--- src/rtl/warp_scheduler.sv ---
// Per-core warp scheduler: round-robin picks one resident warp and walks it through
// fetch/decode/regs/execute/memory/writeback, owning each warp's PC and retire flag.
package warp_scheduler_pkg;
  typedef enum logic [2:0] {
    WARP_IDLE, WARP_FETCH, WARP_DECODE, WARP_REQUEST,
    WARP_EXECUTE, WARP_WAIT, WARP_UPDATE, WARP_DONE
  } warp_state_t;
endpackage

// Per-warp context: PC and retire flag.
module warp_ctx (
  input  logic        clk,
  input  logic        reset,
  input  logic        launch,
  input  logic        active,
  input  logic        upd,
  input  logic        set_done,
  input  logic [31:0] start_pc,
  input  logic [31:0] next_pc,
  output logic [31:0] pc,
  output logic        done_flag
);
  always_ff @(posedge clk) begin
    if (reset) begin
      pc        <= '0;
      done_flag <= 1'b0;
    end else if (launch) begin
      pc        <= start_pc;
      done_flag <= ~active;
    end else if (upd) begin
      pc <= next_pc;
      if (set_done) done_flag <= 1'b1;
    end
  end
endmodule

module warp_scheduler
  import warp_scheduler_pkg::*;
#(
  parameter int NUM_WARPS        = 4,
  parameter int THREADS_PER_WARP = 8,
  localparam int WW = (NUM_WARPS > 1) ? $clog2(NUM_WARPS) : 1
) (
  input  logic                        clk,
  input  logic                        reset,
  input  logic                        start,
  input  logic [NUM_WARPS-1:0]        warp_mask,
  input  logic [31:0]                 start_pc,
  output logic                        fetch_req,
  input  logic                        fetch_ack,
  input  logic                        DMemEN,
  input  logic                        is_ret,
  output logic                        lsu_req,
  input  logic                        lsu_done,
  input  logic [31:0]                 next_pc,
  output logic [WW-1:0]               cur_warp,
  output logic [31:0]                 cur_pc,
  output warp_state_t                 warp_state,
  output logic [NUM_WARPS-1:0]        warp_enable,
  output logic [THREADS_PER_WARP-1:0] thread_enable,
  output logic                        done
);
  warp_state_t                 state_q, state_d;
  logic [WW-1:0]               cur_warp_q, cur_warp_d;
  logic                        dmem_q, ret_q, launch, busy;
  logic [NUM_WARPS-1:0]        cur_oh, upd_oh, done_flags, flags_post;
  logic [NUM_WARPS-1:0][31:0]  pc;
  int                          idx;

  assign cur_oh     = NUM_WARPS'(1) << cur_warp_q;
  assign busy       = (state_q != WARP_IDLE) && (state_q != WARP_DONE);
  assign upd_oh     = (state_q == WARP_UPDATE) ? cur_oh : '0;
  // Scan uses the flags as they will be after this UPDATE retires the warp.
  assign flags_post = done_flags | (ret_q ? cur_oh : '0);

  for (genvar w = 0; w < NUM_WARPS; w++) begin : g_warp
    warp_ctx u_ctx (
      .clk      (clk),
      .reset    (reset),
      .launch   (launch),
      .active   (warp_mask[w]),
      .upd      (upd_oh[w]),
      .set_done (ret_q),
      .start_pc (start_pc),
      .next_pc  (next_pc),
      .pc       (pc[w]),
      .done_flag(done_flags[w])
    );
  end

  always_ff @(posedge clk) begin
    if (reset) begin
      state_q    <= WARP_IDLE;
      cur_warp_q <= '0;
      dmem_q     <= 1'b0;
      ret_q      <= 1'b0;
    end else begin
      state_q    <= state_d;
      cur_warp_q <= cur_warp_d;
      if (state_q == WARP_DECODE) begin
        dmem_q <= DMemEN;
        ret_q  <= is_ret;
      end
    end
  end

  always_comb begin
    state_d    = state_q;
    cur_warp_d = cur_warp_q;
    launch     = 1'b0;
    idx        = 0;
    case (state_q)
      WARP_IDLE, WARP_DONE:
        if (start) begin
          if (warp_mask == '0) state_d = WARP_DONE;
          else begin
            launch  = 1'b1;
            state_d = WARP_FETCH;
            for (int i = NUM_WARPS - 1; i >= 0; i--)
              if (warp_mask[i]) cur_warp_d = WW'(i);
          end
        end
      WARP_FETCH:   if (fetch_ack) state_d = WARP_DECODE;
      WARP_DECODE:  state_d = WARP_REQUEST;
      WARP_REQUEST: state_d = WARP_EXECUTE;
      WARP_EXECUTE: state_d = dmem_q ? WARP_WAIT : WARP_UPDATE;
      WARP_WAIT:    if (lsu_done) state_d = WARP_UPDATE;
      WARP_UPDATE: begin
        state_d = WARP_DONE;
        // Descending scan so the nearest live warp after cur_warp wins.
        for (int i = NUM_WARPS; i >= 1; i--) begin
          idx = int'(cur_warp_q) + i;
          if (idx >= NUM_WARPS) idx = idx - NUM_WARPS;
          if (!flags_post[WW'(idx)]) begin
            state_d    = WARP_FETCH;
            cur_warp_d = WW'(idx);
          end
        end
      end
      default: state_d = WARP_IDLE;
    endcase
  end

  assign warp_state    = state_q;
  assign cur_warp      = cur_warp_q;
  assign cur_pc        = pc[cur_warp_q];
  assign fetch_req     = (state_q == WARP_FETCH);
  assign lsu_req       = (state_q == WARP_WAIT);
  assign warp_enable   = busy ? cur_oh : '0;
  assign thread_enable = '1;
  assign done          = (state_q == WARP_DONE);
endmodule

--- config.mk ---
export PLATFORM = sky130hd
export DESIGN_NAME = warp_scheduler
export DESIGN_NICKNAME = d
export VERILOG_FILES = /design/src/rtl/warp_scheduler.sv
export SDC_FILE = /design/constraint.sdc
export NUM_CORES = 1
export LEC_CHECK = 0
export CAP_MARGIN = 10
export CORE_MARGIN = 2
export CORE_UTILIZATION = 39
export CTS_CLUSTER_SIZE = 30
export DETAILED_ROUTE_END_ITERATION = 7
export PLACE_DENSITY_LB_ADDON = 0.08
export SYNTH_ARGS = -nofsm -noshare
export SYNTH_HDL_FRONTEND = slang
export SYNTH_HIERARCHICAL = 1
export SYNTH_SLANG_ARGS = --single-unit
--- constraint.sdc ---
create_clock -name clk -period 4 [get_ports clk]
set_input_delay 0.4 -clock clk [delete_from_list [all_inputs] [get_ports clk]]
set_output_delay 0.4 -clock clk [all_outputs]
set_load 0.03 [all_outputs]
After elaboration in Yosys (flattened, before gate mapping)
Index checks and enable logic that the tools add are counted.

storage, ports and cells
  register bits after elaboration = 139
  logic and storage cells = 132

cells by class
  $add $sub $neg = 8
  order comparisons = 9
  equality and inequality tests = 14
  shift operators = 1
  muxes and demuxes = 66
  bitwise operators = 5
  reduce and logical (&&, ||, !) cells = 17

operator list
  operator                                                            count
  two-way mux 32 bit                                                  9
  binary-select mux 32 bit (select 2 bit)                             1
  two-way mux 2 bit                                                   19
  two-way mux 3 bit                                                   8
  one-hot mux 3 bit (7 select lines)                                  1
  two-way mux 1 bit                                                   20
  < comparator 2 x 4 -> 1 bit (second input constant)                 4
  == test 3 bit (second input constant)                               4
  two-way mux 4 bit                                                   3
  nonzero test 2 bit                                                  6
  inequality test 5 bit (second input constant)                       2
  greater-or-equal comparator 3 bit (second input constant)           3
  binary-select mux 1 bit (select 2 bit)                              4
  AND reduction 2 bit                                                 4
  subtractor 2 x 1 -> 2 bit (second input constant)                   4
  adder 2 x 2 -> 3 bit (second input constant)                        2
  == test 3 x 2 -> 1 bit (second input constant)                      2
  AND reduction 5 bit                                                 1
  adder 2 x 3 -> 4 bit (second input constant)                        1
  greater-or-equal comparator 4 x 3 -> 1 bit (second input constant)  1
  logical NOT 4 bit                                                   1
  inequality test 2 x 1 -> 1 bit (second input constant)              2
  inequality test 2 bit (second input constant)                       2
  NOT 1 bit                                                           4
  12 further kinds                                                    12

Depth between registers and ports, before layout
  depth in word-level cells = 12
  depth in mapped cells = 10
  gate-level depth less buffers = 7

By module
The synthesis kept the hierarchy.

modules (own cells, without submodules)
  module          times used  cells each  area an instance (um^2)  sequential area each (um^2)
  warp_ctx        4           146         1,664.1                  660.6
  warp_scheduler  1           150         1,656.6                  140.1

Least setup slack after synthesis
OpenSTA, ideal clock, no wires.

  path type = reg2reg
  from = register cur_warp_q[0] (netlist: cur_warp[0])
  to = register cur_warp_q[0] (netlist: cur_warp[0])
  setup time = 74 ps
  arrival = 2,631 ps
  slack = 1,295 ps
  cell stages (with the launch flop) = 11
  period minus slack after synthesis = 2,705 ps
  cells stage by stage = dfxtp_1 > buf_6 > buf_8 > buf_6 > inv_1 > ha_1 > mux2_4 > a221oi_4 > a221oi_2 > or4_1 > a31oi_1

on the way
  cells in the longest elaborated chain, start to end = 11
  elaborated cells between the ends (all ways) = 42
  those cells by class = add/sub (8); order compare (4); eq/ne (1); shift (1); mux (26); bitwise (1); reduce/logical (1)

RTL lines
  element                                                        line  text
  from (decl)                                                    64    logic [WW-1:0] cur_warp_q, cur_warp_d;
  from (signal assigned)                                         99    cur_warp_q <= cur_warp_d;
  branches (longest 11 deep; another with adder 2 x 3 -> 4 bit)  -

Several ways; the timed one is not identified. The select of a mux whose other input is x is not followed.
A chain may end at the register's enable or synchronous reset.

Worst setup path after layout
  from = register cur_warp_q[0] (netlist: cur_warp[0])
  to = output cur_pc[13]

on the way
  cells in the longest elaborated chain, start to end = 2

RTL lines
  element                                   line  text
  binary-select mux 32 bit (select 2 bit)   146   assign cur_pc = pc[cur_warp_q];
  two-way mux 32 bit (not written as such)  146
  to (decl)                                 57    output logic [31:0] cur_pc,

Every way passes these cells. The select of a mux whose other input is x is not followed.

==> flow_summary.toml <==
[worst_setup_path]
arrival_ns = 2.86
cp-end-kind = "output pin"
worstSetupPathType = "register to output pin"
path_max_fanout = 30
r2r_slack_ns = 0.93
cpPeakStageDelay_ns = 0.70
cp.buffers_inverters = 2
critPathSlowestCell = "dfxtp_4"
crit_family = "buffers and inverters"
required_ns = 3.60
path_cells = "buf_4 > mux4_2 > clkdlybuf4s50_1"
start_kind = "register"
r2r-end = "g_warp[1].u_ctx/pc[2]$_SDFFE_PP0P_"
rr_worst_depth = 6
regToRegStartpoint = "warp_state[2]$_SDFFE_PP0P_"

[placement]
dp_hpwl_mm = 14.3
portBuffers = 118
gp_congestion = 0.785
place_ws_ns = 0.857

[drt]
finalWirelength_mm = 22.8
drt_iter0_markers = 217
drtAntennaViolNets = 0
drt_pass1_iterations = 4
wire_per_inst_um = 20.7
via_per_inst = 5.52
vias = 6105
drc = 0

[worst_hold_path]
hold_end = "dmem_q$_SDFFE_PP0P_"
min_from = "dmem_q$_SDFFE_PP0P_"
min_path_type = "register to register"
holdPathStages = 2

[synthesis]
synth_edf_count = 0
syn_inst = 734
synth.yosys.seq_area_share_pct = 33.5
synthAdderAreaFrac_pct = 0.602
synthTopCellsByArea = "dfxtp_1, mux2i_1, a211oi_2, nor2b_1, mux4_2"
synth-async-reset-ratio_pct = 0
synthMuxAreaShare_pct = 25.4
post-synth-top-count-cell = "dfxtp_1"
yosysWarningCount = 6
netlist-cell-type-count = 54
synth_compound_area_share_pct = 20.4
synth_area_um2 = 8310
synth_top_area_share_pct = 33.5
syn_area_per_cell_um2 = 11.3
synth_top_family_by_area = "multiplexers"
synth-simple-area-share_pct = 12.1
synth.largest_area_cell = "dfxtp_1"
synth-xor-area-share_pct = 0
ys.flop_type = "dfxtp_1"
ys_seq_elements = 139
synth_common_cells = "dfxtp_1, mux2i_1, nor2b_1"

[timing]
layout_setup_ws_ns = 0.743
rsz0062_at_grt = "false"
tightest_slew_ns = 1.13
period_share_pct = 81.4
setup_viol = 0
maxSlewHeadroom_pct = 24.6
finalHoldViolCount = 0
max_freq_ghz = 0.307
period_minus_slack_ns = 3.26
clock-skew-final_ns = 0.0150
drv_slew = 0
tns_ns = 0

[outcome]
outcome = "finished, final reports clean"

[pwr]
p_comb_share_pct = 45.4
internal_power_mw = 4.31
p_leak_nw = 3.09
ir_worst_vdd_v = 0.000316
power.density_nw_per_um2 = 691
switching_share_pct = 37.8
pwr-share-seq_pct = 31.7
pwr-share-clk_pct = 22.9
switchingPower_mw = 2.62

[floorplanning]
die_h_um = 150
initial_core_util_pct = 39.7
pin_count = 127
coreArea_um2 = 21000
dieArea_um2 = 22500
die_width_um = 150
rows = 53

[clock_tree]
post_cts.repair.setup_buffers = 0
path_clk_slew_ns = 0.06
cts_resized = 0
clk_path_buf_depth = 2
clkSinkCount = 139
cts_tree = "yes"
worstSkewPairLatency_ns = 0.42
cts_made_buffers = 17
cts_htree_levels = 4
cts-root-buf = "clkbuf_16"
cts_hold_buf = 0

[grt]
grt.total_usage_pct = 20.5
grt_overflow = 0
antenna_found_initial = 0
grt_pass1_vias = 6410
grt_max_degree = 134
grt_pass1_wl_mm = 35.4

[cells_and_area]
fin_util_pct = 47.9
drive_gt1_share_pct = 22.0
nFillCells = 1974
areaGrowthSynthToFinish_pct = 20.6
num-nets-final = 896

[run]
cap_violations = 0
layer usage:
layer,global-route usage (%),up-vias,wire length [um]
li1,-,2903,-
met2,36.7,114,11600
met3,3.75,28,665
met4,5.99,0,326
met5,0,-,0
met1,25.1,3060,10300
state kept, by name, summed over array words and instances (netlist names):
signal                  count
cur_warp                    2
ret_q                       1
warp_state                  3
dmem_q                      1
g_warp.u_ctx/pc           128
g_warp.u_ctx/done_flag      4
placed cells by master, fill, tap and decap left out, types with 4 or more instances in the layout:
cell type        netlist  final
nor2b_1              129    129
clkdlybuf4s50_1        0    117
clkbuf_16              0     17
a21oi_1                5      5
nand2_1                4      4
ha_1                   4      4
inv_2                  4      4
nor2_1                 9      9
buf_4                 12      9
a211oi_2              84     84
mux4_2                32     32
buf_12                12      6
clkinv_2               0      7
conb_1                 1      8
mux2i_1              134    134
dfxtp_1              139    137
and2_2                 0      4
a211oi_1              53     53
inv_1                  6      5
and2_1                 9      5
layout make-up:
type	instances	area, um^2	share of cell area [%]
Sequential cell	139	2790	27.8
Clock inverter	13	153	1.52
Clock buffer	18	429	4.28
Timing Repair Buffer	133	1370	13.7
Antenna cell	1	2.50	0.0250
Inverter	10	38.8	0.387
Multi-Input combinational cell	516	4900	48.9
Tap cell	275	344	3.43
per-stage QoR:
| stage | hold WS [ns] | std cells | area (um^2) | power [mW] |
|---|---|---|---|---|
| after floorplan | 0.461 | 741 | 8340 | 4.42 |
| after global placement | 0.481 | 1073 | 9450 | 5.28 |
| after detailed placement | 0.505 | 1073 | 9450 | 5.39 |
| after CTS | 0.520 | 1104 | 10000 | 6.99 |
| after global routing | 0.565 | 1104 | 10000 | 7.30 |
| final | 0.524 | 1105 | 10000 | 6.93 |
how the worst max path moves through the flow:
stage | start | endpoint | slack [ns] | depth (start not counted)
2_1_floorplan | cur_warp[0]$_SDFFE_PP0P_ | cur_warp[0]$_SDFFE_PP0P_ | 1.29 | 10
3_3_place_gp | warp_mask[1] | g_warp[1].u_ctx/done_flag$_SDFFE_PP0P_ | 0.98 | 7
3_5_place_dp | warp_mask[1] | g_warp[1].u_ctx/pc[17]$_SDFFE_PP0P_ | 0.86 | 7
4_1_cts | cur_warp[0]$_SDFFE_PP0P_ | cur_pc[25] | 0.68 | 3
5_1_grt | cur_warp[0]$_SDFFE_PP0P_ | cur_pc[25] | 0.58 | 3
6_report | cur_warp[0]$_SDFFE_PP0P_ | cur_pc[13] | 0.74 | 3
worst reg2reg max path, delay by kind of cell, from the launching register on:
kind	cells	cell delay (ns)
AO/OA/AOI/OAI	1	0.09
buffers and inverters	1	0.44
flip-flops	1	0.61
multiplexers	1	0.28
AND/OR/NAND/NOR	3	1.49
power by group through the flow:
stage / clock network, mW / registers, mW / logic, mW
after CTS: 1.62 / 2.19 / 3.18
final: 1.58 / 2.20 / 3.15
after detailed placement: 0 / 2.22 / 3.17
after global routing: 1.67 / 2.25 / 3.38
after floorplan: 0 / 2.09 / 2.33
after global placement: 0 / 2.19 / 3.09
cell families (layout without fill, tap and decap cells):
group | count (synthesis) | count (layout)
buffers and inverters | 86 | 174
other | 1 | 9
multiplexers | 170 | 170
flip-flops | 139 | 139
AND/OR/NAND/NOR | 166 | 166
AO/OA/AOI/OAI | 168 | 168
adder cells (fa/ha/maj) | 4 | 4
Power figures use the tool's default switching activity.
